**src/rtl/gt1_loader.sv**
```systemverilog
// GT1 image loader: parses a GT1 program streamed over the ioctl download
// channel, issues one RAM write per payload byte via req/ack, and reports
// the execution address found in the trailer.
module gt1_loader #(
  parameter logic [7:0]  GT1_INDEX = 8'h01,
  parameter logic [24:0] MAX_BYTES = 25'h1_0000
) (
  input  logic        clk_sys,
  input  logic        reset,
  input  logic        ioctl_download,
  input  logic        ioctl_wr,
  input  logic [24:0] ioctl_addr,
  input  logic [7:0]  ioctl_dout,
  input  logic [7:0]  ioctl_index,
  output logic        ioctl_wait,
  output logic        ram_req,
  output logic [15:0] ram_addr,
  output logic [7:0]  ram_data,
  input  logic        ram_ack,
  output logic [15:0] start_addr,
  output logic        start_valid,
  output logic        busy,
  output logic        error
);

  typedef enum logic [3:0] {
    IDLE, SEG_HI, SEG_LO, SEG_SIZE, DATA, START_HI, START_LO, DONE, ERROR
  } state_t;

  state_t      state;
  logic [24:0] count;       // expected ioctl_addr of the next accepted byte
  logic [7:0]  page;
  logic [7:0]  lo;
  logic [8:0]  rem;         // bytes left in segment, 1..256
  logic        seg_seen;    // at least one segment completed
  logic        trunc_pend;  // download ended while a write was outstanding
  logic        dl_q;
  logic        gt1_dl_q;

  logic gt1_dl, start, accept, parsing, trunc, addr_bad;

  assign gt1_dl   = ioctl_download && (ioctl_index == GT1_INDEX);
  assign start    = gt1_dl && !gt1_dl_q;
  assign accept   = gt1_dl && ioctl_wr && !ioctl_wait;
  assign parsing  = state inside {SEG_HI, SEG_LO, SEG_SIZE, DATA, START_HI, START_LO};
  assign trunc    = dl_q && !ioctl_download && parsing;
  assign addr_bad = (ioctl_addr != count) || (ioctl_addr >= MAX_BYTES);

  // Status flags are pure decodes of the state register; ERROR and DONE are
  // only left on a new transfer, so error/start_valid hold until then.
  assign busy        = parsing;
  assign error       = (state == ERROR);
  assign start_valid = (state == DONE);

  // Parser FSM, download edge tracking and RAM write handshake.
  always_ff @(posedge clk_sys) begin
    if (reset) begin
      state      <= IDLE;
      count      <= '0;
      page       <= '0;
      lo         <= '0;
      rem        <= '0;
      seg_seen   <= 1'b0;
      trunc_pend <= 1'b0;
      dl_q       <= 1'b0;
      gt1_dl_q   <= 1'b0;
      ioctl_wait <= 1'b0;
      ram_req    <= 1'b0;
      ram_addr   <= '0;
      ram_data   <= '0;
      start_addr <= '0;
    end else begin
      dl_q     <= ioctl_download;
      gt1_dl_q <= gt1_dl;
      if (start) begin
        // A new GT1 transfer restarts parsing from any state and abandons
        // any in-flight write.
        state      <= SEG_HI;
        count      <= '0;
        seg_seen   <= 1'b0;
        trunc_pend <= 1'b0;
        ram_req    <= 1'b0;
        ioctl_wait <= 1'b0;
      end else if (ram_req) begin
        // Outstanding write: truncation is deferred until the ack.
        if (trunc) trunc_pend <= 1'b1;
        if (ram_ack) begin
          ram_req    <= 1'b0;
          ioctl_wait <= 1'b0;
          lo         <= lo + 8'd1;
          rem        <= rem - 9'd1;
          if (trunc || trunc_pend) begin
            state <= ERROR;
          end else if (rem == 9'd1) begin
            seg_seen <= 1'b1;
            state    <= SEG_HI;
          end
        end
      end else if (trunc) begin
        state <= ERROR;
      end else if (accept && parsing) begin
        if (addr_bad) begin
          state <= ERROR;
        end else begin
          count <= count + 25'd1;
          case (state)
            SEG_HI: begin
              if (ioctl_dout == 8'h00 && seg_seen) begin
                state <= START_HI;
              end else begin
                page  <= ioctl_dout;
                state <= SEG_LO;
              end
            end
            SEG_LO: begin
              lo    <= ioctl_dout;
              state <= SEG_SIZE;
            end
            SEG_SIZE: begin
              rem   <= (ioctl_dout == 8'h00) ? 9'd256 : {1'b0, ioctl_dout};
              state <= DATA;
            end
            DATA: begin
              ram_addr   <= {page, lo};
              ram_data   <= ioctl_dout;
              ram_req    <= 1'b1;
              ioctl_wait <= 1'b1;
            end
            START_HI: begin
              start_addr[15:8] <= ioctl_dout;
              state            <= START_LO;
            end
            START_LO: begin
              start_addr[7:0] <= ioctl_dout;
              state           <= DONE;
            end
            default: state <= state;
          endcase
        end
      end
    end
  end

endmodule

```
**config.mk**
```make
export PLATFORM = sky130hd
export DESIGN_NAME = gt1_loader
export DESIGN_NICKNAME = d
export VERILOG_FILES = /design/src/rtl/gt1_loader.sv
export SDC_FILE = /design/constraint.sdc
export NUM_CORES = 1
export LEC_CHECK = 0
export CAP_MARGIN = 0
export CORE_UTILIZATION = 52
export CTS_CLUSTER_DIAMETER = 150
export DETAILED_ROUTE_END_ITERATION = 7
export PLACE_DENSITY = 0.8
export SLEW_MARGIN = 10
export SYNTH_ARGS = -nofsm -noshare
export SYNTH_HDL_FRONTEND = slang
export SYNTH_SLANG_ARGS = --single-unit
export TNS_END_PERCENT = 30
```
**constraint.sdc**
```tcl
create_clock -name clk_sys -period 3.7 [get_ports clk_sys]
set_input_delay 0.74 -clock clk_sys [delete_from_list [all_inputs] [get_ports clk_sys]]
set_output_delay 0.74 -clock clk_sys [all_outputs]
set_load 0.01 [all_outputs]
```
# [Word level (Yosys, flattened, before mapping)]
# Cells that the tools add are included.
[word_totals] ff_bits=100 out_inout_bits=45 wordCells=114
[op_classes] n_addsub=3 magnitude_cmp=1 n_eq_ne=17 muxes=35 bitwise=6 reduce_logical=36
[op_table] operator="two-way mux 9 bit" count=7
[op_table] operator="two-way mux 8 bit" count=6
[op_table] operator="AND reduction 6 bit" count=5
[op_table] operator="two-way mux 4 bit" count=7
[op_table] operator="adder 25 x 1 -> 25 bit, second input constant" count=1
[op_table] operator="greater-or-equal comparator 25 x 17 -> 1 bit, second input constant" count=1
[op_table] operator="inequality test 25 bit" count=1
[op_table] operator="case mux 4 bit (5 select lines)" count=1
[op_table] operator="== test 4 x 3 -> 1 bit, second input constant" count=4
[op_table] operator="AND reduction 4 bit" count=4
[op_table] operator="two-way mux 1 bit" count=13
[op_table] operator="== test 9 x 1 -> 1 bit, second input constant" count=1
[op_table] operator="nonzero test 9 bit" count=1
[op_table] operator="subtractor 9 x 1 -> 9 bit, second input constant" count=1
[op_table] operator="adder 8 x 1 -> 8 bit, second input constant" count=1
[op_table] operator="== test 4 x 2 -> 1 bit, second input constant" count=2
[op_table] operator="== test 8 x 1 -> 1 bit, second input constant" count=1
[op_table] operator="logical AND 1 bit" count=8
[op_table] operator="logical NOT 8 bit" count=1
[op_table] operator="nonzero test 2 bit" count=4
[op_table] operator="nonzero test 8 bit" count=1
[op_table] operator="AND reduction 7 bit" count=1
[op_table] operator="inequality test 3 x 1 -> 1 bit, second input constant" count=2
[op_table] operator="NOT 1 bit" count=6
[op_table] operator="14 further kinds" count=18

# [Depth between registers and ports, before layout]
# Gate-level depths: netlist of run 1.
[logic_depth] depth_word=9 depth_mapped=8

# [Least setup slack after synthesis of run 1]
# Ideal clock, no wire load.
[synth_timing] kind="input to register" startpoint="input port ioctl_index[5]" endpoint="register lo[6]" setup_ns=0.117 t_arrival_ns=2.779 required_time_ns=3.583 setup_slack_ns=0.804 stages=7 path_buffers=1 path_cell_list="or4_1 > or3_1 > buf_6 > o21ai_4 > nand2_2 > or4_1 > a32o_1"
[synth_via] elab_chain_cells=7
[synth_rtl] item="start, declared" line_no="14" source="input logic [7:0] ioctl_index,"
[synth_rtl] item="== test 8 x 1 -> 1 bit *" line_no="42" source="assign gt1_dl = ioctl_download && (ioctl_index == GT1_INDEX);"
[synth_rtl] item="logical AND 1 bit *" line_no="42"
[synth_rtl] item="logical AND 1 bit (2 in series)" line_no="44" source="assign accept = gt1_dl && ioctl_wr && !ioctl_wait;"
[synth_rtl] item="logical AND 1 bit" line_no="101" source="end else if (accept && parsing) begin"
[synth_rtl] item="nonzero test 2 bit (no line)"
[synth_rtl] item="AND reduction 6 bit (no line) *"
[synth_rtl] item="end signal, assigned" line_no="90" source="lo <= lo + 8'd1;"
[synth_rtl] item="end signal, assigned" line_no="116" source="lo <= ioctl_dout;"
[synth_rtl] item="end, declared" line_no="33" source="logic [7:0] lo;"
# Mark *: on every way between the ends. The rest lies on a longest branch, timed or not.
# A chain may end at the register's enable or synchronous reset.

# [Worst setup path in the final report of run 1]
[layout_timing] startpoint="input port ioctl_index[5]" endpoint="register count[11]"
[layout_via] elab_chain_cells=6
[layout_rtl] item="== test 8 x 1 -> 1 bit *" line_no="42"
[layout_rtl] item="logical AND 1 bit *" line_no="42"
[layout_rtl] item="logical AND 1 bit (2 in series)" line_no="44"
[layout_rtl] item="logical AND 1 bit" line_no="101"
[layout_rtl] item="AND reduction 4 bit (no line)"
[layout_rtl] item="end signal, assigned" line_no="105" source="count <= count + 25'd1;"
[layout_rtl] item="end, declared" line_no="31" source="logic [24:0] count;"
# Marks and branches as above.

==> results of run 1 <==
[cell usage in the layout (no fill, tap or decap), types with 7 or more instances in the layout]
cell type	n
o21ai_0	30
or3_1	14
nand2_1	33
inv_1	13
buf_4	21
and2_1	10
nand4_1	28
nor3_1	15
clkbuf_8	9
clkdlybuf4s50_1	89
xnor2_1	24
nand3_1	24
and3_1	8
nor4_1	8
nor2_1	55
dfxtp_1	100
a32o_1	7
a21oi_1	27
mux2i_1	43
[layer usage]
metal  vias up  part of all wire (%)  wire (um)
li1       2230                     -          -
met1      2199                    45       6010
met2       172                    47       6340
met3        21                   6.4        860
met4         0                   1.6        221
met5         -                     0          0
[through the flow]
stage               instances  hold WS [ns]  power [mW]  util, %  worst slack, ns
floorplan                 555         0.431        1.15        -            0.804
global placement          745         0.443        1.23     66.6            0.248
detailed placement        745         0.450        1.23     66.6            0.143
CTS                       761         0.478        1.96     69.1            0.527
global route              761         0.501        2.01     69.1            0.357
finish                    761         0.477        1.95     69.1            0.484
[sequential cells by signal, indices dropped and copies added (netlist names), 4 cells and up]
name	flops
rem	9
state	4
count	25
ram_addr	16
lo	8
start_addr	16
page	8
ram_data	8
[worst max-delay path by stage]
stage	from	endpoint	slack, ns	cells after the start
3_5_place_dp	ioctl_index[5]	count[11]$_SDFFE_PP0P_	0.14	7
6_report	ioctl_index[5]	count[11]$_SDFFE_PP0P_	0.48	7
3_3_place_gp	ioctl_index[5]	lo[6]$_SDFFE_PP0P_	0.25	7
2_1_floorplan	ioctl_index[5]	lo[6]$_SDFFE_PP0P_	0.80	7
4_1_cts	ioctl_index[5]	count[11]$_SDFFE_PP0P_	0.53	7
5_1_grt	ioctl_index[5]	count[11]$_SDFFE_PP0P_	0.36	7
[cell type report]
cell class                 count  area (sq um)
tap                          108           135
clock inverter                 7          96.3
clock buffer                   9           124
multi-input combinational    413          2690
inverter                      13          48.8
fill                         738          2750
sequential                   100          2000
timing repair buffer         111          1050
[critical path, delay by kind of cell]
family / cells / cell delay (ns)
and+or+nand+nor: 5 / 2.20
buffers and inverters: 1 / 0.39
AOI/OAI and AO/OA: 1 / 0.17
[cell usage after synthesis (all sizes together), types with 2 or more instances]
library cell  number  area share [%]
nand4             29             3.9
mux2i             43             8.9
nand2b             5            0.64
o21a               5            0.77
o32ai              2            0.36
a22o               2            0.36
nand4b             3            0.54
xnor2             24             4.3
nor4              10             1.7
nor4b              3            0.54
a21oi             27             2.8
or3               15             2.0
o22ai              5            0.64
nor2b              4            0.51
o311a              3            0.62
and2              10             1.3
a41oi              5             1.1
nand3b             2            0.31
o31a               2            0.36
or4                5            0.77
nor3b              2            0.31
dfxtp            100              41
and3               8             1.0
a31o               2            0.36
or2                2            0.26
a32o               7             1.4
nor2              56             4.4
clkbuf            19             1.5
a31oi              6            0.77
ha                 4             1.0
nand3             26             2.9
nand2             34             2.7
xor2               2            0.36
nor3              15             1.5
inv               13             1.0
buf               10             1.1
o21ai             31             3.4
o31ai              3            0.46
o211ai             2            0.31
[power groups by stage]
stage	Sequential [mW]	Combinational, mW	Clock (mW)
CTS	1.08	0.127	0.752
global placement	1.10	0.125	0
finish	1.08	0.129	0.742
floorplan	1.10	0.0470	0
detailed placement	1.10	0.127	0
global route	1.08	0.137	0.795
[logic make-up after synthesis]
logic type,count (synthesis),share of synthesized area [%]
buffers and inverters,42,3.55
xor gates and xnor gates,26,4.69
muxes,43,8.86
and+or+nand+nor,231,25.7
AOI/OAI and AO/OA,109,15.0
DFF,100,41.2
adders and majority gates,4,1.03
==> impl_metrics.py, run 1 <==
metrics = {
    "drt": {
        "drt_pass1_iterations": 5,
        "wl_um": 13400,
        "drc": 0,
        "via_per_inst": 6.07,
        "ant_nets": 0,
        "wl_per_cell_um": 17.6,
        "drt_iter0_markers": 349,
        "vias": 4622,
    },
    "synth": {
        "synth_area_sq_mm": 0.00486,
        "synth.avg_cell_area_sq_um": 8.76,
        "ys_seq_elements": 100,
        "yosysSeqAreaShare_pct": 41.2,
        "syn_nets": 605,
        "synthDistinctLibCells": 59,
        "synthCells": 555,
        "yosys_warnings": 0,
        "synth_edf_count": 0,
        "synth_ff_type": "dfxtp_1",
        "async_flop_share_pct": 0,
    },
    "critical_path": {
        "critPathLaunchType": "primary input",
        "worstRegToRegCells": 6,
        "r2r-end": "count[11]$_SDFFE_PP0P_",
        "critPathKind": "in2reg",
        "slowest_delay_ns": 0.54,
        "crit_path_frequent_cell": "or3_1",
        "cp_slowest_cell": "or3_1",
        "crit_fanout": 11,
        "worstPathCellList": "clkdlybuf4s50_1 -> or4_1 -> or3_1 -> nor2_2 -> nand4_1 -> or3_1 -> a21oi_1",
        "r2r-start": "state[0]$_SDFFE_PP0P_",
        "worstSetupEndpointType": "register",
        "critical_path_required_ns": 3.99,
        "arrival_ns": 3.51,
        "rrSetupSlack_ns": 0.85,
    },
    "grt": {
        "use_met3_pct": 4.68,
        "antenna_found_initial": 0,
        "use_met2_pct": 46.2,
        "grt_max_degree": 47,
        "use_met1_pct": 37.7,
        "grt_pass1_vias": 4382,
        "grt_pass1_wl_um": 21500,
        "busiest_layer": "met2",
        "overflow": 0,
        "track_usage_pct": 27.8,
    },
    "clocking": {
        "cts_root_buffer": "clkbuf_8",
        "clk_latency_ns": 0.38,
        "clkTransAtPathRegs_ns": 0.11,
        "ctsHoldBuffers": 0,
        "cts_resized": 0,
        "htreeDepth": 3,
        "clock_sinks": 100,
        "cts_made_buffers": 9,
        "cts_tree": "built",
        "cts.path.max_buffers": 2,
        "cts_setup_buffers": 0,
    },
    "pwr": {
        "power_frac_comb_pct": 6.6,
        "sw_frac_of_total_pct": 26.9,
        "ir_drop_mv": 0.210,
        "internal-power_mw": 1.42,
        "clockPowerShare_pct": 38.1,
        "switchingPower_mw": 0.524,
        "p_leak_nw": 2.35,
        "powerDensity_mw_per_mm2": 317,
        "seq_power_share_pct": 55.3,
    },
    "cells_and_area": {
        "final_area_sq_mm": 0.00614,
        "drive_gt1_share_pct": 7.96,
        "layout.nets": 698,
        "syn_to_final_growth_pct": 26.4,
        "diodes": 0,
    },
    "worst_hold_path": {
        "min_to": "count[24]$_SDFFE_PP0P_",
        "min_path_type": "reg2reg",
        "hold_start": "count[24]$_SDFFE_PP0P_",
        "hold_depth": 1,
    },
    "timing": {
        "period_minus_slack_ns": 3.22,
        "rsz0062_at_grt": "false",
        "finalCritPeriodShare_pct": 86.9,
        "setup_viol": 0,
        "tns_ns": 0,
        "relSlewSlack_pct": 26.9,
        "finClkSkew_ns": 0.0196,
        "hold_viol": 0,
        "fmax_mhz": 311,
        "drv_slew": 0,
        "worstMarginPinSlew_ns": 1.09,
    },
    "placed_design": {
        "port_buffers": 90,
        "gp_congestion": 0.916,
        "placed_area_sq_mm": 0.00592,
        "dpl.hpwl_um": 9730,
    },
    "run": {
        "maxCapViolations": 0,
    },
    "floorplanning": {
        "die_h_um": 98.7,
        "num_rows": 34,
        "start_util_pct": 54.7,
        "die_area_sq_mm": 0.00974,
        "die_x_um": 98.7,
        "coreArea_sq_mm": 0.00889,
        "io_pins": 91,
    },
    "status": {
        "status": "complete, no violations",
    },
}
(Power assumes the default switching activity.)
==> run 2, diff against run 1 <==
CELL_PAD_IN_SITES_DETAIL_PLACEMENT = 0   (was unset)
CELL_PAD_IN_SITES_GLOBAL_PLACEMENT = 1   (was unset)
CORE_UTILIZATION = 39   (was 52)
CTS_CLUSTER_DIAMETER = 30   (was 150)
PLACE_DENSITY = unset   (was 0.8)
PLACE_DENSITY_LB_ADDON = 0.1   (was unset)
==> run 2 against run 1 <==
Effect of this change: routed wire length up 2.1%; clock skew down 0.011 ns; sequential cell count unchanged; power up 9.0%; clock power up 23%; sequential share of layout area down 0.95 points; maximum frequency down 0.61%.
==> impl_metrics.py, run 2 (same netlist as run 1, synthesis figures left out) <==
metrics = {
    "clocking": {
        "clk_latency_ns": 0.35,
        "cts_root_buffer": "clkbuf_16",
        "clkTransAtPathRegs_ns": 0.07,
        "cts.path.max_buffers": 2,
        "cts_tree": "built",
        "htreeDepth": 3,
        "clock_sinks": 100,
        "cts_resized": 0,
        "cts_made_buffers": 9,
        "ctsHoldBuffers": 0,
        "cts_setup_buffers": 0,
    },
    "grt": {
        "grt_max_degree": 60,
        "grt_pass1_wl_um": 22400,
        "antenna_found_initial": 0,
        "grt_pass1_vias": 4314,
        "overflow": 0,
        "track_usage_pct": 22.2,
    },
    "critical_path": {
        "arrival_ns": 3.48,
        "crit_family": "simple AND/OR/NAND/NOR gates",
        "worstSetupEndpointType": "register",
        "critPathLaunchType": "primary input",
        "path_buf_inv": 1,
        "critPathKind": "in2reg",
        "critical_path_required_ns": 3.94,
        "crit_fanout": 8,
        "rrSetupSlack_ns": 0.91,
        "worstPathCellList": "clkdlybuf4s50_1 -> or4_1 -> or3_1 -> nand4b_1 -> and4b_1 -> a41oi_2 -> a32o_1",
        "slowest_delay_ns": 0.54,
        "cp_slowest_cell": "or4_1",
    },
    "drt": {
        "ant_nets": 0,
        "drt_pass1_iterations": 5,
        "via_per_inst": 5.44,
        "vias": 4503,
        "drt_iter0_markers": 237,
        "wl_per_cell_um": 16.6,
        "wl_um": 13700,
        "drc": 0,
    },
    "pwr": {
        "clockPowerShare_pct": 43.1,
        "finalPower_mw": 2.12,
        "ir_drop_mv": 0.244,
        "sw_frac_of_total_pct": 24.0,
        "seq_power_share_pct": 50.7,
        "powerDensity_mw_per_mm2": 335,
        "internal-power_mw": 1.61,
        "switchingPower_mw": 0.510,
        "power_frac_comb_pct": 6.2,
        "p_leak_nw": 2.41,
    },
    "cells_and_area": {
        "drive_gt1_share_pct": 8.80,
        "diodes": 0,
        "layout.nets": 704,
        "final_area_sq_mm": 0.00633,
        "final_util_pct": 52.5,
        "regMostFlops": "count",
        "final_cell_mix": "100 x dfxtp_1, 89 x clkdlybuf4s50_1, 55 x nor2_1",
        "largest_register_ffs": 25,
        "largest_registers": "count (25), ram_addr (16), start_addr (16)",
        "syn_to_final_growth_pct": 30.2,
        "final_common_cell": "dfxtp_1",
    },
    "timing": {
        "relSlewSlack_pct": 24.6,
        "tns_ns": 0,
        "hold_viol": 0,
        "rsz0062_at_grt": "false",
        "finalCritPeriodShare_pct": 87.5,
        "finClkSkew_ns": 0.00867,
        "fmax_mhz": 309,
        "holdWs_ns": 0.473,
        "worstMarginPinSlew_ns": 1.12,
        "setup_viol": 0,
        "drv_slew": 0,
        "period_minus_slack_ns": 3.24,
    },
    "floorplanning": {
        "start_util_pct": 40.3,
        "die_x_um": 114,
        "die_area_sq_mm": 0.0129,
        "io_pins": 91,
        "coreArea_sq_mm": 0.0121,
        "die_h_um": 114,
        "num_rows": 40,
    },
    "placed_design": {
        "placed_area_sq_mm": 0.00604,
        "dpl.hpwl_um": 10000,
        "gp_congestion": 0.858,
        "port_buffers": 90,
    },
    "status": {
        "status": "complete, no violations",
    },
    "run": {
        "maxCapViolations": 0,
    },
    "worst_hold_path": {
        "min_path_type": "reg2reg",
    },
}
run 2: through the flow:
step	worst slack, ns	std cells
after floorplan	0.804	555
after global placement	0.224	811
after detailed placement	0.148	811
after CTS	0.510	827
after global routing	0.363	827
final	0.464	827
run 2: final timing paths:
kind | from | to | cells after the start
max | ioctl_index[5] | lo[2]$_SDFFE_PP0P_ | 7
min | count[23]$_SDFFE_PP0P_ | count[23]$_SDFFE_PP0P_ | 1
max reg2reg | state[1]$_SDFFE_PP0P_ | lo[2]$_SDFFE_PP0P_ | 6
min reg2reg | count[23]$_SDFFE_PP0P_ | count[23]$_SDFFE_PP0P_ | 1
run 2: cell type report:
cell class,count,area [sq um]
fillers,1140,5730
multi-input cells,413,2690
flip-flops and latches,100,2000
repair buffers,117,1100
clock buffers,9,225
well taps,168,210
clock inverters,7,58.8
inverters,13,48.8
run 2: power groups by stage:
stage | registers (mW) | logic, mW | clock network [mW]
floorplan | 1.10 | 0.0470 | 0
detailed placement | 1.10 | 0.132 | 0
CTS | 1.08 | 0.133 | 0.942
global placement | 1.10 | 0.132 | 0
finish | 1.08 | 0.132 | 0.914
global route | 1.08 | 0.143 | 0.974
run 2: layer usage:
layer,track usage (%),share of wire [%]
met5,0,0
met4,8.07,1.5
met3,3.61,5.1
met2,34.2,45
met1,31.2,49
